===== src/rtl/mem_arb_pkg.sv =====
// Shared types and constants for the icache/data-memory port arbiter.
package mem_arb_pkg;

  typedef enum logic [1:0] {
    IDLE,
    IC_BURST,
    DM_ACCESS
  } arb_state_t;

  typedef enum logic {
    GRANT_IC,
    GRANT_DM
  } grant_t;

  localparam int WORD_BYTES = 4;

endpackage


===== src/rtl/mem_port_arbiter.sv =====
// Round-robin arbiter sharing one memory port between icache refill bursts and data accesses.
// Optional MEM_ARB_TIMEOUT_EN adds a wait-timeout abort with a sticky timeout_err_o flag.
module mem_port_arbiter
  import mem_arb_pkg::*;
#(
  parameter int BLOCK_WORDS = 4,
  parameter int ADDR_WIDTH  = 32
`ifdef MEM_ARB_TIMEOUT_EN
  ,
  parameter int TIMEOUT_CYCLES = 255
`endif
) (
  input  logic                           clk_i,
  input  logic                           reset_i,
`ifdef MEM_ARB_TIMEOUT_EN
  output logic                           timeout_err_o,
`endif
  input  logic                           ic_req_i,
  input  logic [ADDR_WIDTH-1:0]          ic_addr_i,
  output logic [31:0]                    ic_rdata_o,
  output logic                           ic_rvalid_o,
  output logic [$clog2(BLOCK_WORDS)-1:0] ic_beat_o,
  output logic                           ic_done_o,
  input  logic                           dm_req_i,
  input  logic                           dm_we_i,
  input  logic [ADDR_WIDTH-1:0]          dm_addr_i,
  input  logic [31:0]                    dm_wdata_i,
  output logic [31:0]                    dm_rdata_o,
  output logic                           dm_done_o,
  output logic                           mem_req_o,
  output logic                           mem_we_o,
  output logic [ADDR_WIDTH-1:0]          mem_addr_o,
  output logic [31:0]                    mem_wdata_o,
  input  logic                           mem_ready_i,
  input  logic [31:0]                    mem_rdata_i
);

  localparam int BEAT_W = $clog2(BLOCK_WORDS);
  localparam logic [ADDR_WIDTH-1:0] BLK_MASK  = ~ADDR_WIDTH'(BLOCK_WORDS * WORD_BYTES - 1);
  localparam logic [ADDR_WIDTH-1:0] WORD_MASK = ~ADDR_WIDTH'(WORD_BYTES - 1);
  localparam logic [BEAT_W-1:0]     LAST_BEAT = BEAT_W'(BLOCK_WORDS - 1);

  arb_state_t              state_q, state_d;
  grant_t                  last_q, last_d;
  logic [BEAT_W-1:0]       beat_q, beat_d;
  logic [ADDR_WIDTH-1:0]   addr_q;
  logic                    we_q;
  logic [31:0]             wdata_q;
  logic                    grant_ic, grant_dm;
  logic                    abort;

`ifdef MEM_ARB_TIMEOUT_EN
  localparam int WAIT_W = (TIMEOUT_CYCLES > 255) ? $clog2(TIMEOUT_CYCLES + 1) : 8;

  logic [WAIT_W-1:0] wait_q;
  logic              err_q;

  assign abort         = (state_q != IDLE) && !mem_ready_i && (wait_q == WAIT_W'(TIMEOUT_CYCLES));
  assign timeout_err_o = err_q;

  always_ff @(posedge clk_i) begin
    if (reset_i) begin
      wait_q <= '0;
      err_q  <= 1'b0;
    end else begin
      if ((state_q == IDLE) || mem_ready_i || abort) wait_q <= '0;
      else                                           wait_q <= wait_q + 1'b1;
      if (abort) err_q <= 1'b1;
    end
  end
`else
  assign abort = 1'b0;
`endif

  always_ff @(posedge clk_i) begin
    if (reset_i) begin
      state_q <= IDLE;
      last_q  <= GRANT_DM;
      beat_q  <= '0;
    end else begin
      state_q <= state_d;
      last_q  <= last_d;
      beat_q  <= beat_d;
    end
  end

  // Request fields are captured only on the grant edge; requesters may change them afterwards.
  always_ff @(posedge clk_i) begin
    if (reset_i) begin
      addr_q  <= '0;
      we_q    <= 1'b0;
      wdata_q <= '0;
    end else if (grant_ic) begin
      addr_q  <= ic_addr_i & BLK_MASK;
      we_q    <= 1'b0;
      wdata_q <= '0;
    end else if (grant_dm) begin
      addr_q  <= dm_addr_i & WORD_MASK;
      we_q    <= dm_we_i;
      wdata_q <= dm_wdata_i;
    end
  end

  always_comb begin
    state_d     = state_q;
    last_d      = last_q;
    beat_d      = beat_q;
    grant_ic    = 1'b0;
    grant_dm    = 1'b0;
    mem_req_o   = 1'b0;
    mem_we_o    = 1'b0;
    ic_rvalid_o = 1'b0;
    ic_rdata_o  = '0;
    ic_done_o   = 1'b0;
    dm_done_o   = 1'b0;
    dm_rdata_o  = '0;
    case (state_q)
      IDLE: begin
        if (ic_req_i && (!dm_req_i || (last_q == GRANT_DM))) begin
          grant_ic = 1'b1;
          state_d  = IC_BURST;
        end else if (dm_req_i) begin
          grant_dm = 1'b1;
          state_d  = DM_ACCESS;
        end
      end
      IC_BURST: begin
        mem_req_o = 1'b1;
        if (mem_ready_i) begin
          ic_rvalid_o = 1'b1;
          ic_rdata_o  = mem_rdata_i;
          beat_d      = beat_q + 1'b1;
          if (beat_q == LAST_BEAT) begin
            ic_done_o = 1'b1;
            beat_d    = '0;
            last_d    = GRANT_IC;
            state_d   = IDLE;
          end
        end else if (abort) begin
          ic_done_o = 1'b1;
          beat_d    = '0;
          last_d    = GRANT_IC;
          state_d   = IDLE;
        end
      end
      DM_ACCESS: begin
        mem_req_o = 1'b1;
        mem_we_o  = we_q;
        if (mem_ready_i || abort) begin
          dm_done_o  = 1'b1;
          dm_rdata_o = (mem_ready_i && !we_q) ? mem_rdata_i : '0;
          last_d     = GRANT_DM;
          state_d    = IDLE;
        end
      end
      default: state_d = IDLE;
    endcase
  end

  // Burst base has its low offset bits cleared, so OR-ing the beat offset equals adding it.
  assign mem_addr_o  = addr_q | ADDR_WIDTH'({beat_q, 2'b00});
  assign mem_wdata_o = wdata_q;
  assign ic_beat_o   = beat_q;

endmodule


===== config.mk =====
export PLATFORM = sky130hd
export DESIGN_NAME = mem_port_arbiter
export DESIGN_NICKNAME = d
export VERILOG_FILES = /design/src/rtl/mem_arb_pkg.sv /design/src/rtl/mem_port_arbiter.sv
export SDC_FILE = /design/constraint.sdc
export NUM_CORES = 1
export LEC_CHECK = 0
export ABC_AREA = 1
export CORE_MARGIN = 3
export CORE_UTILIZATION = 32
export CTS_CLUSTER_DIAMETER = 50
export DETAILED_ROUTE_END_ITERATION = 7
export PLACE_DENSITY = 0.81
export SETUP_SLACK_MARGIN = 0.4
export SLEW_MARGIN = 20
export SYNTH_ARGS = -nofsm -noshare
export SYNTH_HDL_FRONTEND = slang
export SYNTH_SLANG_ARGS = --single-unit
export TNS_END_PERCENT = 1

===== constraint.sdc =====
create_clock -name clk_i -period 1.3 [get_ports clk_i]
set_input_delay 0.195 -clock clk_i [delete_from_list [all_inputs] [get_ports clk_i]]
set_output_delay 0.195 -clock clk_i [all_outputs]
set_load 0.01 [all_outputs]

# After elaboration in Yosys (flattened, before gate mapping)
# Cells that the tools add are included.
# totals
ff_bits	68
in_bits	134
output_inout_bits	135
elab_cells	60
# op_classes
addsub	1
n_eq_ne	7
muxes	31
n_bitwise	1
n_reduce_logical	13
# op_table
op	n
32-bit two-way mux	7
32-bit by 4-bit bitwise OR with 32-bit output	1
1-bit two-way mux	16
2-bit two-way mux	6
4-bit AND reduction	2
2-bit inequality test, second input constant	3
2-bit one-hot mux with 3 select lines	1
2-bit equality test, second input constant	2
2-bit nonzero test	2
2-bit OR reduction	2
3-bit inequality test, second input constant	1
2-bit by 1-bit adder with 2-bit output, second input constant	1
2-bit by 1-bit equality test with 1-bit output, second input constant	1
1-bit logical AND	2
1-bit logical NOT	2
2-bit logical NOT	1
1-bit one-hot mux with 2 select lines	1
2-bit AND reduction	1
1-bit logical OR	1

# Logic depth before layout (Yosys ltp)
# Gate-level depths: netlist of run 1.
# depth
word_depth	7
mapped_depth	9
ltp_nobuf	9

# Least setup slack after synthesis of run 1
# OpenSTA, ideal clock, no wires.
# synth_timing
path_kind	reg-to-output
start	register state_q[0]
end	output dm_rdata_o[10]
t_arrival_ps	1316
t_required_ps	1105
setup_slack_ps	-211
path_stages_with_launch	8
path_buffers	2
cell_sequence	dfxtp_1 inv_1 ha_1 nand2_1 or2_2 clkbuf_1 buf_2 nor2_1
# synth_via
elab_chain_cells	2
# synth_lines
item	line	text
start: declaration	mem_port_arbiter.sv:43	arb_state_t state_q, state_d;
start signal: assignment	mem_port_arbiter.sv:81	state_q <= state_d;
2-bit equality test	mem_port_arbiter.sv:117	case (state_q)
32-bit two-way mux	mem_port_arbiter.sv:117	
end: declaration	mem_port_arbiter.sv:28	output logic [31:0] dm_rdata_o,
# Every way passes these cells.

# Worst setup path after layout of run 1
# layout_timing
start	register state_q[1]
end	output ic_rdata_o[7]
# layout_via
elab_chain_cells	2
# layout_lines
item	line	text
2-bit by 1-bit equality test with 1-bit output	mem_port_arbiter.sv:117	
32-bit two-way mux	mem_port_arbiter.sv:117	
end: declaration	mem_port_arbiter.sv:20	output logic [31:0] ic_rdata_o,
# Every way passes these cells.

==> results of run 1 <==
[power groups by stage]
stage	logic, uW	registers (uW)	clock network, uW
after floorplan	3590	2870	0
after global placement	5890	2820	0
after detailed placement	5950	2850	0
after CTS	6090	2810	2840
after global routing	6460	2870	2940
final	5890	2820	2770
[worst reg2reg max path, cell delays in order, from the launching register on]
cell     delay, ns
dfxtp_2       0.35
inv_2         0.05
ha_1          0.23
buf_4         0.15
or2_2         0.28
nand2_2       0.10
nand2_1       0.09
a21oi_1       0.16
nor2_1        0.05
[stage by stage]
step	instances	power, uW	TNS [ns]	setup slack (ns)
2_1_floorplan	561	6460	-3.32	-0.0857
3_3_place_gp	922	8710	-58.46	-0.747
3_5_place_dp	922	8800	-60.38	-0.763
4_1_cts	938	11700	-43.84	-0.575
5_1_grt	938	12300	-41.66	-0.554
6_report	938	11500	-29.46	-0.469
[cell type report]
class | count | area, sq um | share of cell area, %
clock buffer | 9 | 225 | 3.28
clock inverter | 6 | 114 | 1.66
inverter | 70 | 263 | 3.82
multi-input combinational | 352 | 1930 | 28.1
sequential | 68 | 1370 | 19.9
tap | 140 | 175 | 2.55
timing repair buffer | 293 | 2800 | 40.7
[per-layer routing]
| metal | wire length [microns] | GRT usage (%) | vias up | part of all wire, % |
|---|---|---|---|---|
| met5 | 0 | 0 | - | 0 |
| met4 | 207 | 6.25 | 0 | 1.6 |
| met3 | 997 | 4.77 | 14 | 7.5 |
| met2 | 7220 | 37.5 | 169 | 54 |
| met1 | 4910 | 21.6 | 1934 | 37 |
| li1 | - | - | 2206 | - |
[worst min-delay path by stage]
stage	slack (ns)	cells after the start	endpoint
after floorplan	0.34	2	addr_q[2]
final	0.42	3	mem_wdata_o[4]
after global placement	0.45	2	addr_q[2]
after CTS	0.41	3	mem_wdata_o[6]
after global routing	0.42	3	mem_wdata_o[4]
after detailed placement	0.45	2	mem_wdata_o[13]
[logic make-up (layout without fill, tap and decap cells)]
group	count (synthesis)	count (layout)	synth area share, %
AO/OA/AOI/OAI	69	69	10.6
flip-flops	68	68	36.5
adder cells (fa/ha/maj)	4	4	1.34
buffers and inverters	141	378	19.4
AND/OR/NAND/NOR	277	277	32.1
other	1	2	0.101
[placed cells by master, fill, tap and decap left out, drive strengths merged]
master / n
nand2: 116
clkbuf: 18
clkdlybuf4s15: 20
o21ai: 1
conb: 2
dlygate4sd2: 12
or2: 4
clkdlybuf4s50: 127
bufinv: 3
clkinv: 1
buf: 124
dfxtp: 68
nor2: 70
inv: 70
nand3: 58
dlymetal6s2s: 1
ha: 4
a21oi: 68
nor3: 1
clkinvlp: 2
nand4: 28
[registers in the layout, summed over array words and instances, names as in the netlist]
name,cells
last_q,1
addr_q,30
we_q,1
mem_wdata_o,32
state_q,2
ic_beat_o,2
[repair_timing]
action	in CTS	in global routing
gates resized for setup	251	215
setup endpoints to repair	201	201
cloned	1	0
pin swaps	1	3
==> reports/results.ini, run 1 <==
[cts]
h-tree-depth=3
cts_tree=done
cts_buffers=9
ctsHoldBuffers=0
clkLatencyLatePin_ns=0.32
clockBufferDepth=2
post_cts_buffers=0
clk_pin_slew_ns=0.06
clockRootBuffer=clkbuf_16
clock-sinks=68

[synth]
synth_area_leaders=dfxtp_1, nand2_1, nand3_1
synthArstFlopShare_pct=0
synth_cell_type_count=20
synth_area_per_cell_sq_um=6.66
yosys_warnings=0
mappedNetlistArea_sq_mm=0.00373
ys_ff_latch=68
synth-edff-count=0
synthCells=560
yosysMostFrequentCell=nand2_1
yosys-top-cells-count=nand2_1, nor2_1, dfxtp_1, inv_1, nand3_1
synth_ff_type=dfxtp_1
ys_seq_area_share_pct=36.5
yosysTopAreaCellShare_pct=36.5
synth.largest_area_cell=dfxtp_1

[routing]
vias=4323
dr.pass1.iters=4
antenna_left=0
drtIter0Drc=168
drc=0
drt_wl_total_microns=13300
vias_per_cell=4.61
wl_per_cell_microns=14.2

[power]
power.density_mw_per_mm2=1670
internal-power_uw=7140
clock_power_share_pct=24.1
p_sw_share_pct=37.8
seqPwrFrac_pct=24.5
pwr-share-comb_pct=51.3
power_switching_uw=4340
ir_drop_uv=988
leakage_uw=0.00316

[min_path]
hp-class=in2reg
min_from=dm_wdata_i[4]

[floorplan]
top_level_ports=269
die_x_microns=114
core.rowCount=38
dieArea_sq_mm=0.0130
die_y_microns=114
start_util_pct=33.5
design.core.area_sq_mm=0.0111

[timing]
final-max-slew-violation-count=0
setup_slack_ns=-0.469
period_needed_ns=1.77
clock-skew-final_ns=0.0115
hold_slack_ns=0.419
fmax_mhz=565
rsz0062_at_grt=true
setup_viol=124
fin_crit_sh_pct=136
finalHoldViolations=0

[run_status]
violations=setup timing
status=finished, violations left

[critical_path]
end_kind=output port
crit_path_start=state_q[1]
cp.required_ns=1.11
crit_type=reg2out
cp_slowest_cell=dfxtp_2
endpoint=ic_rdata_o[7]
cp_slowest_stage_delay_ns=0.33
r2r_setup_slack_ns=-0.27
cp_max_fo=18
cp_top_family=buffers and inverters
crit_buf_inv=3
rr_startpoint=state_q[1]
cp-start-kind=flip-flop
ff2ff_path_depth=8
crit_arrival_ns=1.57
r2r-end=state_q[1]
crit_cells=6
path_cells=inv_2 > ha_1 > nand2_4 > buf_16 > nor2_1 > dlygate4sd2_1

[grt]
grt_pass1_vias=4116
grt_overflow=0
antenna_found_initial=0
gr-usage-all-layers_pct=19.8
grt_max_degree=37
grt_pass1_wl_microns=20800

[placement]
gp_congestion=0.836
hpwl_microns=10200
io_buffers=260
placed_cell_area_sq_mm=0.00666

[job]
max_cap_viol_count=0

[finish]
nNetsFinal=932
fin_util_pct=61.8
diodes=0
drive_gt1_share_pct=28.6
final_area_sq_mm=0.00688
fill_cells=1015
area_growth_pct=84.4

Note: power is estimated with default switching activity, not from simulation.
==> run 2: changes to the inputs <==
--- a/config.mk
+++ b/config.mk
@@ -6,6 +6,7 @@
 export NUM_CORES = 1
 export LEC_CHECK = 0
 export ABC_AREA = 1
+export CORE_ASPECT_RATIO = 1.4
 export CORE_MARGIN = 3
 export CORE_UTILIZATION = 32
 export CTS_CLUSTER_DIAMETER = 50
==> run 2 against run 1 <==
- first-iteration DRC count down 15%
- count of clock-buffer cells in the layout grew 3
- the flow still finishes with violations (setup timing)
- non-clock buffer count rose by 14
- clock power is 17% lower
- global-route usage is 0.78 points higher
- power rose by 1.7%
- sequential power about the same
- combinational power is 11% higher
- worst hold slack got worse by 0.0050 ns
==> reports/results.ini, run 2 (synthesis results as in run 1) <==
[cts]
clk_pin_slew_ns=0.06  ; about the same
cts_tree=done
clockBufferDepth=2  ; unchanged
clock-sinks=68  ; unchanged
ctsHoldBuffers=0  ; unchanged
h-tree-depth=3  ; unchanged
cts_buffers=9  ; unchanged
clockRootBuffer=clkbuf_16
clkLatencyLatePin_ns=0.33  ; about the same

[finish]
nNetsFinal=946  ; +1.5%
diodes=0  ; unchanged
final_common_cell=clkdlybuf4s50_1
fin_util_pct=62.7  ; +0.87 points
drive_gt1_share_pct=31.6  ; +3.0 points
final_cell_mix=clkdlybuf4s50_1, nand2_1, inv_1, buf_6, dfxtp_1
largest_reg_flops=32  ; unchanged
area_growth_pct=90.6

[min_path]
holdPathEnd=mem_wdata_o[20]
holdPathStages=3  ; unchanged
min_from=dm_wdata_i[20]
hp-class=in2reg

[floorplan]
design.core.area_sq_mm=0.0113  ; +1.9%
start_util_pct=32.9  ; -0.63 points
core.rowCount=46  ; +21%
dieArea_sq_mm=0.0130  ; +0.14%
die_y_microns=134  ; +17%
die_x_microns=97.2  ; -15%
top_level_ports=269  ; unchanged

[critical_path]
r2r_setup_slack_ns=-0.25  ; +0.02 ns
end_kind=output port
cp_max_fo=7  ; -11
crit_path_start=state_q[0]
cp-start-kind=flip-flop
ff2ff_path_depth=9  ; +1
rr_startpoint=state_q[0]
cp.required_ns=1.11  ; about the same
crit_type=reg2out
r2r-end=mem_wdata_o[3]
crit_arrival_ns=1.66  ; +0.09 ns

[timing]
fin_crit_sh_pct=143  ; +6.4 points
fmax_mhz=540  ; -4.5%
final-max-slew-violation-count=0  ; unchanged
setup_viol=134  ; +8.1%
setup_slack_ns=-0.553  ; -0.0835 ns
clock-skew-final_ns=0.00726  ; -0.00426 ns
finalHoldViolations=0  ; unchanged
rsz0062_at_grt=true
hold_slack_ns=0.414  ; -0.00504 ns
period_needed_ns=1.85  ; +0.0835 ns

[power]
ir_drop_uv=1210  ; +22%
leakage_uw=0.00327  ; +3.3%
total_power_uw=11700  ; +1.7%
power.density_mw_per_mm2=1640  ; -1.6%

[grt]
antenna_found_initial=0  ; unchanged
grt_max_degree=41  ; +11%
grt_pass1_wl_microns=21900  ; +5.1%
grt_overflow=0  ; unchanged
gr-usage-all-layers_pct=20.6  ; +0.78 points
grt_pass1_vias=4349  ; +5.7%

[routing]
vias_per_cell=4.61  ; about the same
vias=4413  ; +2.1%
drc=0  ; unchanged
dr.pass1.iters=4  ; unchanged
wl_per_cell_microns=14.6  ; +2.7%
drtIter0Drc=143  ; -15%
drt_wl_total_microns=14000  ; +4.8%
antenna_left=0  ; unchanged

[run_status]
violations=setup timing
status=finished, violations left

[placement]
hpwl_microns=10300  ; +1.1%
io_buffers=260  ; unchanged
gp_congestion=0.836  ; about the same

[job]
max_cap_viol_count=0  ; unchanged

-- run 2: changes by cell type in the layout (fill, tap and decap cells not counted), sizes merged --
cell           change
dlymetal6s2s       -1
bufinv             -3
inv                +1
buf               +21
dlygate4sd2        +1
clkbuf            +13
clkdlybuf4s15     -17
-- run 2: repair_timing --
item	4_1_cts	5_1_grt
gates cloned	3	0
setup buffers	6	3
gates resized for setup	510	71
pin swaps	11	24
endpoints found under the setup margin	201	201
-- run 2: how the worst max path moves through the flow --
| stage | slack [ns] | end |
|---|---|---|
| 6_report | -0.55 | dm_rdata_o[15] |
| 2_1_floorplan | -0.09 | dm_rdata_o[10] |
| 4_1_cts | -0.59 | dm_rdata_o[15] |
| 5_1_grt | -0.63 | dm_rdata_o[4] |
| 3_3_place_gp | -0.77 | dm_rdata_o[31] |
| 3_5_place_dp | -0.78 | dm_rdata_o[22] |
-- run 2: cell type report --
class | instances | area, sq um
Sequential cell | 68 | 1370
Tap cell | 144 | 180
Multi-Input combinational cell | 352 | 2010
Fill cell | 989 | 4230
Clock inverter | 4 | 32.5
Timing Repair Buffer | 307 | 3000
Clock buffer | 12 | 256
Inverter | 70 | 263
-- run 2: worst max-delay path, stage by stage (launching register included) --
cell and delay (ns):
dfxtp_2 0.32, inv_2 0.06, ha_4 0.13, nand2_2 0.05
or2_4 0.29, buf_12 0.16, buf_12 0.14, nor2_4 0.08
buf_6 0.10
-- run 2: report_power, final --
| group | total [uW] | internal (uW) | switching (uW) |
|---|---|---|---|
| logic | 6520 | 3160 | 3360 |
| registers | 2840 | 2550 | 282 |
| clock network | 2310 | 1400 | 906 |
| total | 11700 | 7120 | 4550 |
-- run 2: metrics by stage --
| stage | cell area [sq um] | instances | worst slack (ns) | TNS, ns |
|---|---|---|---|---|
| after floorplan | 4050 | 561 | -0.0857 | -3.32 |
| after CTS | 7020 | 954 | -0.589 | -40.11 |
| after global routing | 7110 | 957 | -0.627 | -54.48 |
| after global placement | 6710 | 929 | -0.765 | -59.77 |
| after detailed placement | 6710 | 929 | -0.782 | -61.71 |
| final | 7110 | 957 | -0.553 | -42.76 |
-- run 2: routing by layer --
metal / share of wire (%) / GRT usage, %
met5: 0 / 0
met1: 37 / 22.1
met2: 53 / 38.1
met3: 6.7 / 5.13
met4: 2.9 / 8.85
==> run 3: changes to the inputs <==
--- a/config.mk
+++ b/config.mk
@@ -17,4 +17,4 @@
 export SYNTH_ARGS = -nofsm -noshare
 export SYNTH_HDL_FRONTEND = slang
 export SYNTH_SLANG_ARGS = --single-unit
-export TNS_END_PERCENT = 1
+export TNS_END_PERCENT = 50
==> run 3 against run 2 <==
- the flow still finishes with violations (setup timing)
- cell count rose by 4.1%
- sequential share of layout area fell by 3.2 points
- first-iteration DRC count is 59% higher
- critical path depth stayed put
- sequential cell count unchanged
- register-to-register slack got worse by 0.13 ns
- via count up 10%
- worst hold slack better by 0.0093 ns
- count of clock-buffer cells in the layout fell by 3
- power up 32%
- sequential power rose by 1%
- clock power increased by 5%
- highest routed layer unchanged
==> reports/results.ini, run 3 (synthesis results as in run 1) <==
[run_status]
status=finished, violations left
violations=setup timing

[grt]
antenna_found_initial=0  ; unchanged
grt_max_degree=33  ; -20%
grt_pass1_wl_microns=25200  ; +15%
grt_pass1_vias=4671  ; +7.4%
grt_overflow=0  ; unchanged
gr-usage-all-layers_pct=24.5  ; +3.9 points

[floorplan]
design.core.area_sq_mm=0.0113  ; unchanged
die_y_microns=134  ; unchanged
core.rowCount=46  ; unchanged
dieArea_sq_mm=0.0130  ; unchanged
top_level_ports=269  ; unchanged
die_x_microns=97.2  ; unchanged
start_util_pct=32.9  ; unchanged

[placement]
pre_cts_ws_ns=-0.744  ; +0.0382 ns
hpwl_microns=10200  ; -0.78%
gp_congestion=0.836  ; unchanged
placed_cell_area_sq_mm=0.00680  ; +1.3%
io_buffers=260  ; unchanged
placed_cells=924  ; -0.54%

[cts]
clkLatencyLatePin_ns=0.33  ; about the same
h-tree-depth=3  ; unchanged
cts_tree=done
clock-sinks=68  ; unchanged
clockBufferDepth=2  ; unchanged
clk_pin_slew_ns=0.06  ; about the same
clockRootBuffer=clkbuf_16
cts_buffers=9  ; unchanged

[finish]
nNetsFinal=985  ; +4.1%
final_area_sq_mm=0.00849  ; +19%
largest_reg_flops=32  ; unchanged
area_growth_pct=128
drive_gt1_share_pct=48.0  ; +16 points
final_common_cell=clkdlybuf4s50_1
diodes=0  ; unchanged
final_cell_mix=clkdlybuf4s50_1, nand2_1, buf_6
layoutNonFillerInstCount=996  ; +4.1%

[job]
max_cap_viol_count=0  ; unchanged

[critical_path]
cp_top_family=simple AND/OR/NAND/NOR gates
cp.required_ns=1.11  ; about the same
cpMostUsedCell=buf_6
crit_cells=8  ; unchanged
path_cells=inv_2 > ha_4 > nand2_2 > or2_4 > buf_6 > buf_8 > nor2_4 > buf_6
cp_slowest_cell=dfxtp_2
end_kind=output port
crit_type=reg2out
cp_slowest_stage_delay_ns=0.32  ; about the same
crit_arrival_ns=1.64  ; -0.02 ns
ff2ff_path_depth=10  ; +1
cp-start-kind=flip-flop
cp_max_fo=4  ; -3
crit_buf_inv=4  ; unchanged

[routing]
vias_per_cell=4.88  ; +5.8%
drtIter0Drc=227  ; +59%
drc=0  ; unchanged
vias=4857  ; +10%
dr.pass1.iters=5  ; +1
drt_wl_total_microns=17700  ; +27%
antenna_left=0  ; unchanged
wl_per_cell_microns=17.8  ; +22%

[timing]
fin_crit_sh_pct=141  ; -1.4 points
hold_slack_ns=0.423  ; +0.00931 ns
setup_slack_ns=-0.534  ; +0.0182 ns
rsz0062_at_grt=true
clock-skew-final_ns=0.00728  ; +0.0000203 ns
finalHoldViolations=0  ; unchanged
period_needed_ns=1.83  ; -0.0182 ns
final-max-slew-violation-count=0  ; unchanged
setup_viol=137  ; +2.2%
fmax_mhz=545  ; +0.99%

[power]
total_power_uw=15400  ; +32%
ir_drop_uv=1400  ; +16%
leakage_uw=0.00377  ; +15%
power.density_mw_per_mm2=1820  ; +11%

[min_path]
hp-class=in2reg
holdPathStages=3  ; unchanged

[run 3: cell count changes in the layout (fill, tap and decap cells not counted), sizes merged]
cell           delta
inv               +1
buf              +54
dlymetal6s2s      +6
clkinv            +2
dlygate4sd2      -13
clkbuf            -8
clkinvlp          -1
clkdlybuf4s15     -3
bufinv            +1
[run 3: per-stage QoR]
step / TNS (ns) / util, %
6_report: -50.60 / 74.9
5_1_grt: -57.51 / 74.9
3_3_place_gp: -58.61 / 60.0
4_1_cts: -54.78 / 71.5
3_5_place_dp: -61.24 / 60.0
2_1_floorplan: -1.92 / -
[run 3: layer usage]
metal	share of wire (%)	wire, microns	vias up	global-route usage [%]
li1	-	-	2329	-
met1	35	6240	2265	26.3
met2	55	9750	231	45.4
met3	7.4	1320	32	7.18
met4	2.4	421	0	8.47
met5	0	0	-	0
[run 3: final cells by class]
cell class | count | area [sq um]
tap | 144 | 180
multi-input combinational | 352 | 2550
fill | 775 | 2850
clock buffer | 9 | 225
sequential | 68 | 1370
inverter | 70 | 268
clock inverter | 7 | 73.8
timing repair buffer | 346 | 3820
[run 3: timing repair]
action | CTS | global route
pin swaps | 11 | 46
hold buffers | 0 | 0
setup endpoints to repair | 201 | 201
cloned | 17 | 4
buffers inserted | 30 | 5
hold endpoints to repair | 0 | 0
gates resized for setup | 420 | 278
[run 3: path summary, 6_finish.rpt]
check                 startpoint  slack, ns         endpoint
setup / recovery      state_q[0]      -0.53    dm_rdata_o[0]
hold / removal    dm_wdata_i[17]       0.42  mem_wdata_o[17]
setup reg to reg      state_q[0]      -0.38  mem_wdata_o[14]
hold reg to reg   mem_wdata_o[6]       0.47   mem_wdata_o[6]
[run 3: power breakdown]
| group | internal, uW | total, uW | leakage, uW | switching (uW) |
|---|---|---|---|---|
| logic | 5350 | 10100 | 0.00306 | 4740 |
| registers | 2550 | 2880 | 0.000558 | 331 |
| clock network | 1490 | 2430 | 0.000146 | 940 |
| total | 9390 | 15400 | 0.00377 | 6010 |
[run 3: worst register-to-register path, cell delays in order, from the launching register on]
cell and delay (ns):
dfxtp_2 0.34, inv_2 0.05, buf_4 0.13, buf_6 0.11, ha_4 0.17, buf_12 0.13
nand3_4 0.16, nand2_8 0.13, buf_12 0.16, buf_16 0.14, a21oi_4 0.11
==> variant 1: new RTL, flow settings as in run 1 <==
Add a define of `MEM_ARB_TIMEOUT_EN`.
--- a/src/rtl/mem_port_arbiter.sv
+++ b/src/rtl/mem_port_arbiter.sv
@@ -1,5 +1,7 @@
 // Round-robin arbiter sharing one memory port between icache refill bursts and data accesses.
 // Optional MEM_ARB_TIMEOUT_EN adds a wait-timeout abort with a sticky timeout_err_o flag.
+`define MEM_ARB_TIMEOUT_EN
+
 module mem_port_arbiter
   import mem_arb_pkg::*;
 #(
Behaviour (old outputs only; new: timeout_err_o): no difference found for any inputs over 4 cycles, from zero or initial values and one cycle with reset_i high; that may be too few to reach the edited logic, so the function may still have changed.
==> variant 1 against run 1 <==
- routed wire length rose by 9.0%
- the flow still finishes with violations (setup timing)
- sequential cell count is 9 higher
- worst setup slack got worse by 0.027 ns
- power shrank 8.7%
- global-route usage rose by 1.6 points
- sequential power increased by 6%
- cell area increased by 3.4%
- synthesized area is 0.54% lower
- critical path type unchanged
==> variant 1: results <==
global_routing:
  grt_pass1_vias: 4360
  grt_pass1_wl_um: 22100
  grt_use_met1_pct: 21.1
  grt_max_degree: 36
  grtUsageTotal_pct: 21.4
  gr-usage-met2_pct: 40.9
  grt_util_met3_pct: 7.06
  antenna_found_initial: 5
status:
  failed_checks: "setup timing"
  status: "complete, but fails checks"
synth:
  synth_cell_type_count: 25
  synth.area.top_cells: "dfxtp_1 42%, nand2_1 18%, nor2_1 7.7%, buf_4 7.1%, a21oi_1 5.8%"
  seq_area_frac_synth_pct: 41.6
  netlist_top_cells_count: "176 x nand2_1, 77 x dfxtp_1, 76 x nor2_1"
  async_flop_share_pct: 0
  yosys_warnings: 0
  synth_flop_cell: "dfxtp_1"
cells_and_area:
  fin_nets: 957
  drive_gt1_share_pct: 37.5
  largest_reg_flops: 32
  fill_cells: 961
clocking:
  insertion_delay_ns: 0.33
  clk_path_buf_depth: 2
  root_buffer: "clkbuf_16"
  cts_buffers: 9
  htree_levels: 3
  path_clk_slew_ns: 0.06
placement:
  place_worst_setup_slack_ns: -0.734
  gp_congestion: 0.873
  portBuffers: 261
  dp_hpwl_um: 10600
timing:
  setup_slack_ns: -0.496
  finalSetupViolCount: 137
  clock_skew_ns: 0.0146
worst_setup_path:
  critPathArrivalTime_ns: 1.60
  path_max_fanout: 9
floorplanning:
  start_util_pct: 33.5
pwr:
  ir_worst_vdd_uv: 827
  p_leak_nw: 3.20
routing:
  vias_per_cell: 4.59
  drtIter0Drc: 181
  post_drt_wl_per_cell_um: 15.0
  first_pass_iters: 4
hold_path:
  hp-class: "input pin to register"
variant 1: changes by cell type in the layout (fill, tap and decap cells not counted), sizes merged, moves of 9 or more:
cell	run 1	this run
nand2	116	180
buf	124	174
nand3	58	10
a31oi	0	28
nand4	28	3
a21oi	68	44
inv	70	57
dlygate4sd2	12	1
nor2	70	80
dfxtp	68	77
variant 1: metal layers:
layer | wire (um) | vias to the layer above
li1 | - | 2219
met3 | 1440 | 24
met1 | 4850 | 2002
met4 | 487 | 0
met5 | 0 | -
met2 | 7750 | 200
variant 1: worst paths after layout:
kind              slack [ns]         endpoint       startpoint  cells after the start
setup / recovery       -0.50    ic_rdata_o[7]       state_q[1]                      8
hold / removal          0.42  mem_wdata_o[29]   dm_wdata_i[29]                      3
setup reg to reg       -0.31           last_q       state_q[1]                     11
hold reg to reg         0.46  mem_wdata_o[17]  mem_wdata_o[17]                      2
variant 1: layout make-up:
type                       instances  area, um2  area share [%]
antenna                            5       12.5           0.176
clock buffer                      10        229            3.22
clock inverter                     6       93.8            1.32
inverter                          55        219            3.08
multi-input combinational        360       1950            27.4
sequential                        77       1550            21.8
tap                              140        175            2.46
timing repair buffer             315       2880            40.5
variant 1: power breakdown:
group	switching (mW)	leakage [nW]	internal (mW)	total (mW)
registers	0.230	0.631	2.75	2.98
logic	2.40	2.42	2.38	4.78
clock network	1.02	0.154	1.70	2.72
total	3.65	3.20	6.83	10.5
variant 1: stage by stage:
step | hold slack [ns] | setup TNS, ns | cell area [um2] | total power, mW | std cells
2_1_floorplan | 0.338 | -0.167 | 3840 | 5.26 | 548
4_1_cts | 0.407 | -42.16 | 6710 | 10.1 | 961
3_5_place_dp | 0.452 | -62.75 | 6610 | 7.35 | 932
3_3_place_gp | 0.449 | -58.01 | 6610 | 7.31 | 932
5_1_grt | 0.422 | -49.12 | 7110 | 11.1 | 968
6_report | 0.418 | -37.40 | 7110 | 10.5 | 968
variant 1: worst max-delay path: stages, from the launching register on:
cell and delay, ns:
dfxtp_2 0.34, inv_2 0.08, buf_6 0.10, ha_4 0.15, nand2_4 0.06, buf_6 0.16
buf_12 0.14, nor2_2 0.11, buf_2 0.15
variant 1: repair_timing:
action                                  in CTS  in global routing
gates resized for setup                    571                 86
gates cloned                                 4                  1
buffers inserted                             9                  1
pin swaps                                   10                  7
endpoints found under the setup margin     211                211
variant 1: cells by family after synthesis:
kind of cell    count (synthesis)  synth area share [%]
compound gates                 75                  11.2
fa+ha+maj                       5                  1.69
buf+inv                       111                  15.4
flops                          77                  41.6
other cells                     1                 0.101
simple gates                  278                  30.0
==> variant 2: new RTL, config.mk and constraints of run 1 <==
Made on the original files. Encoding of `arb_state_t`: now one-hot (3 bits for 3 states).
--- a/src/rtl/mem_arb_pkg.sv
+++ b/src/rtl/mem_arb_pkg.sv
@@ -1,10 +1,10 @@
 // Shared types and constants for the icache/data-memory port arbiter.
 package mem_arb_pkg;
 
-  typedef enum logic [1:0] {
-    IDLE,
-    IC_BURST,
-    DM_ACCESS
+  typedef enum logic [2:0] {
+    IDLE      = 3'b001,
+    IC_BURST  = 3'b010,
+    DM_ACCESS = 3'b100
   } arb_state_t;
 
   typedef enum logic {
Formal check against the unedited RTL: no difference found for any inputs over 4 cycles, from zero or initial values and one cycle with reset_i high; so few cycles prove little.
==> variant 2 against run 1 <==
- the run still ends with setup timing left
- synthesized area is 0.94% lower
- cell area down 3.3%
- sequential cell count up 1
- register-to-register slack better by 0.07 ns
- global-route usage up 1.5 points
- first-iteration DRC count grew 51%
- worst setup slack improved by 0.14 ns
- hold slack improved by 0.032 ns
- count of clock-buffer cells in the layout increased by 2
- core utilization is 1.8 points lower
- die area decreased by 0.89%
- routed wire length increased by 6.6%
Power is not compared: it rests on default switching activity, and its combinational part moved more than twofold at a synthesized area within 25%.
==> variant 2: results <==
status:
  status: "complete, but fails checks"
  failed_checks: "setup timing"
synth:
  async_flop_share_pct: 0
  synth_flop_cell: "dfxtp_1"
  yosys_warnings: 0
  syn-instance-count: 563
  seq_area_frac_synth_pct: 37.4
  synth_cell_type_count: 22
  netlist_top_cells_count: "124 x nand3_1, 105 x nand2_1, 71 x inv_1"
  synth.area.top_cells: "dfxtp_1 37%, nand3_1 17%, nand2_1 11%, buf_4 7.7%, inv_1 7.2%"
routing:
  wl_um: 14200
  drtIter0Drc: 254
  vias_per_cell: 4.83
  vias: 4595
  first_pass_iters: 4
placement:
  place_worst_setup_slack_ns: -0.644
  dp_hpwl_um: 11000
  portBuffers: 260
  gp_congestion: 0.916
cells_and_area:
  drive_gt1_share_pct: 34.2
  largest_reg_flops: 32
  fin_nets: 942
  fill_cells: 1006
  antenna_cells: 0
timing:
  clock_skew_ns: 0.0103
  setup_slack_ns: -0.329
  finalSetupViolCount: 135
  tns_ns: -27.49
  hold_violations: 0
clocking:
  root_buffer: "clkbuf_16"
  htree_levels: 3
  path_clk_slew_ns: 0.06
  cts_setup_buffers: 0
  cts_buffers: 9
  insertion_delay_ns: 0.32
  clk_path_buf_depth: 2
global_routing:
  grt_max_degree: 36
  antenna_found_initial: 0
  grtUsageTotal_pct: 21.3
  grt_pass1_wl_um: 22700
  grt_overflow: 0
  grt_pass1_vias: 4664
worst_setup_path:
  cp_top_family: "simple AND/OR/NAND/NOR gates"
  slowest_delay_ns: 0.35
  path_max_fanout: 22
  critPathArrivalTime_ns: 1.43
  critical-path-slowest-cell: "dfxtp_2"
hold_path:
  hp-class: "input pin to register"
pwr:
  ir_worst_vdd_uv: 691
  p_switching_mw: 1.97
  power_density_nw_per_um2: 1070
  p_clk_share_pct: 40.2
  clock_net_power_mw: 2.85
[variant 2: cell count changes after synthesis, sizes merged, moves of 6 or more]
cell / run 1 / this run
nand4: 28 / 0
nand2: 116 / 106
nand3: 58 / 125
a21oi: 68 / 39
clkbuf: 11 / 5
nor3: 1 / 33
nor2: 70 / 42
[variant 2: path summary, 6_finish.rpt]
kind                   from  cells past startpoint        endpoint  slack (ns)
max              state_q[2]                      5   ic_rdata_o[7]       -0.33
min           dm_wdata_i[6]                      3  mem_wdata_o[6]        0.45
max reg2reg      state_q[2]                     10      state_q[0]       -0.20
min reg2reg  mem_wdata_o[0]                      2  mem_wdata_o[0]        0.46
[variant 2: layout make-up]
type | count | share of cell area, %
multi-input combinational | 353 | 28.9
timing repair buffer | 301 | 38.3
sequential | 69 | 20.9
inverter | 73 | 4.12
tap | 140 | 2.63
clock inverter | 5 | 1.60
clock buffer | 11 | 3.65
[variant 2: worst reg2reg max path: stages (launching register included)]
cell and delay, ns:
dfxtp_2 0.35, buf_4 0.14, inv_2 0.05, buf_4 0.10, nand2_1 0.07, nor2_4 0.15, buf_6 0.14, buf_4 0.17
inv_1 0.06, nand3_1 0.08, nand3_1 0.07
[variant 2: what timing repair did]
item                       4_1_cts  5_1_grt
hold buffers                     0        0
gates resized for setup        500       57
cloned                           0        1
setup endpoints to repair      202      202
pin swaps                        2        2
[variant 2: kinds of logic after synthesis]
family	Yosys count	share of synthesized area, %
AOI/OAI and AO/OA	42	5.79
adders and majority gates	1	0.339
buffers and inverters	142	19.0
DFF	69	37.4
other	1	0.102
and+or+nand+nor	308	37.3
[variant 2: metal layers]
| layer | global-route usage (%) | wire length (um) |
|---|---|---|
| met4 | 8.09 | 367 |
| met3 | 6.21 | 1060 |
| met1 | 23.5 | 5350 |
| met5 | 0 | 0 |
| met2 | 38.6 | 7430 |
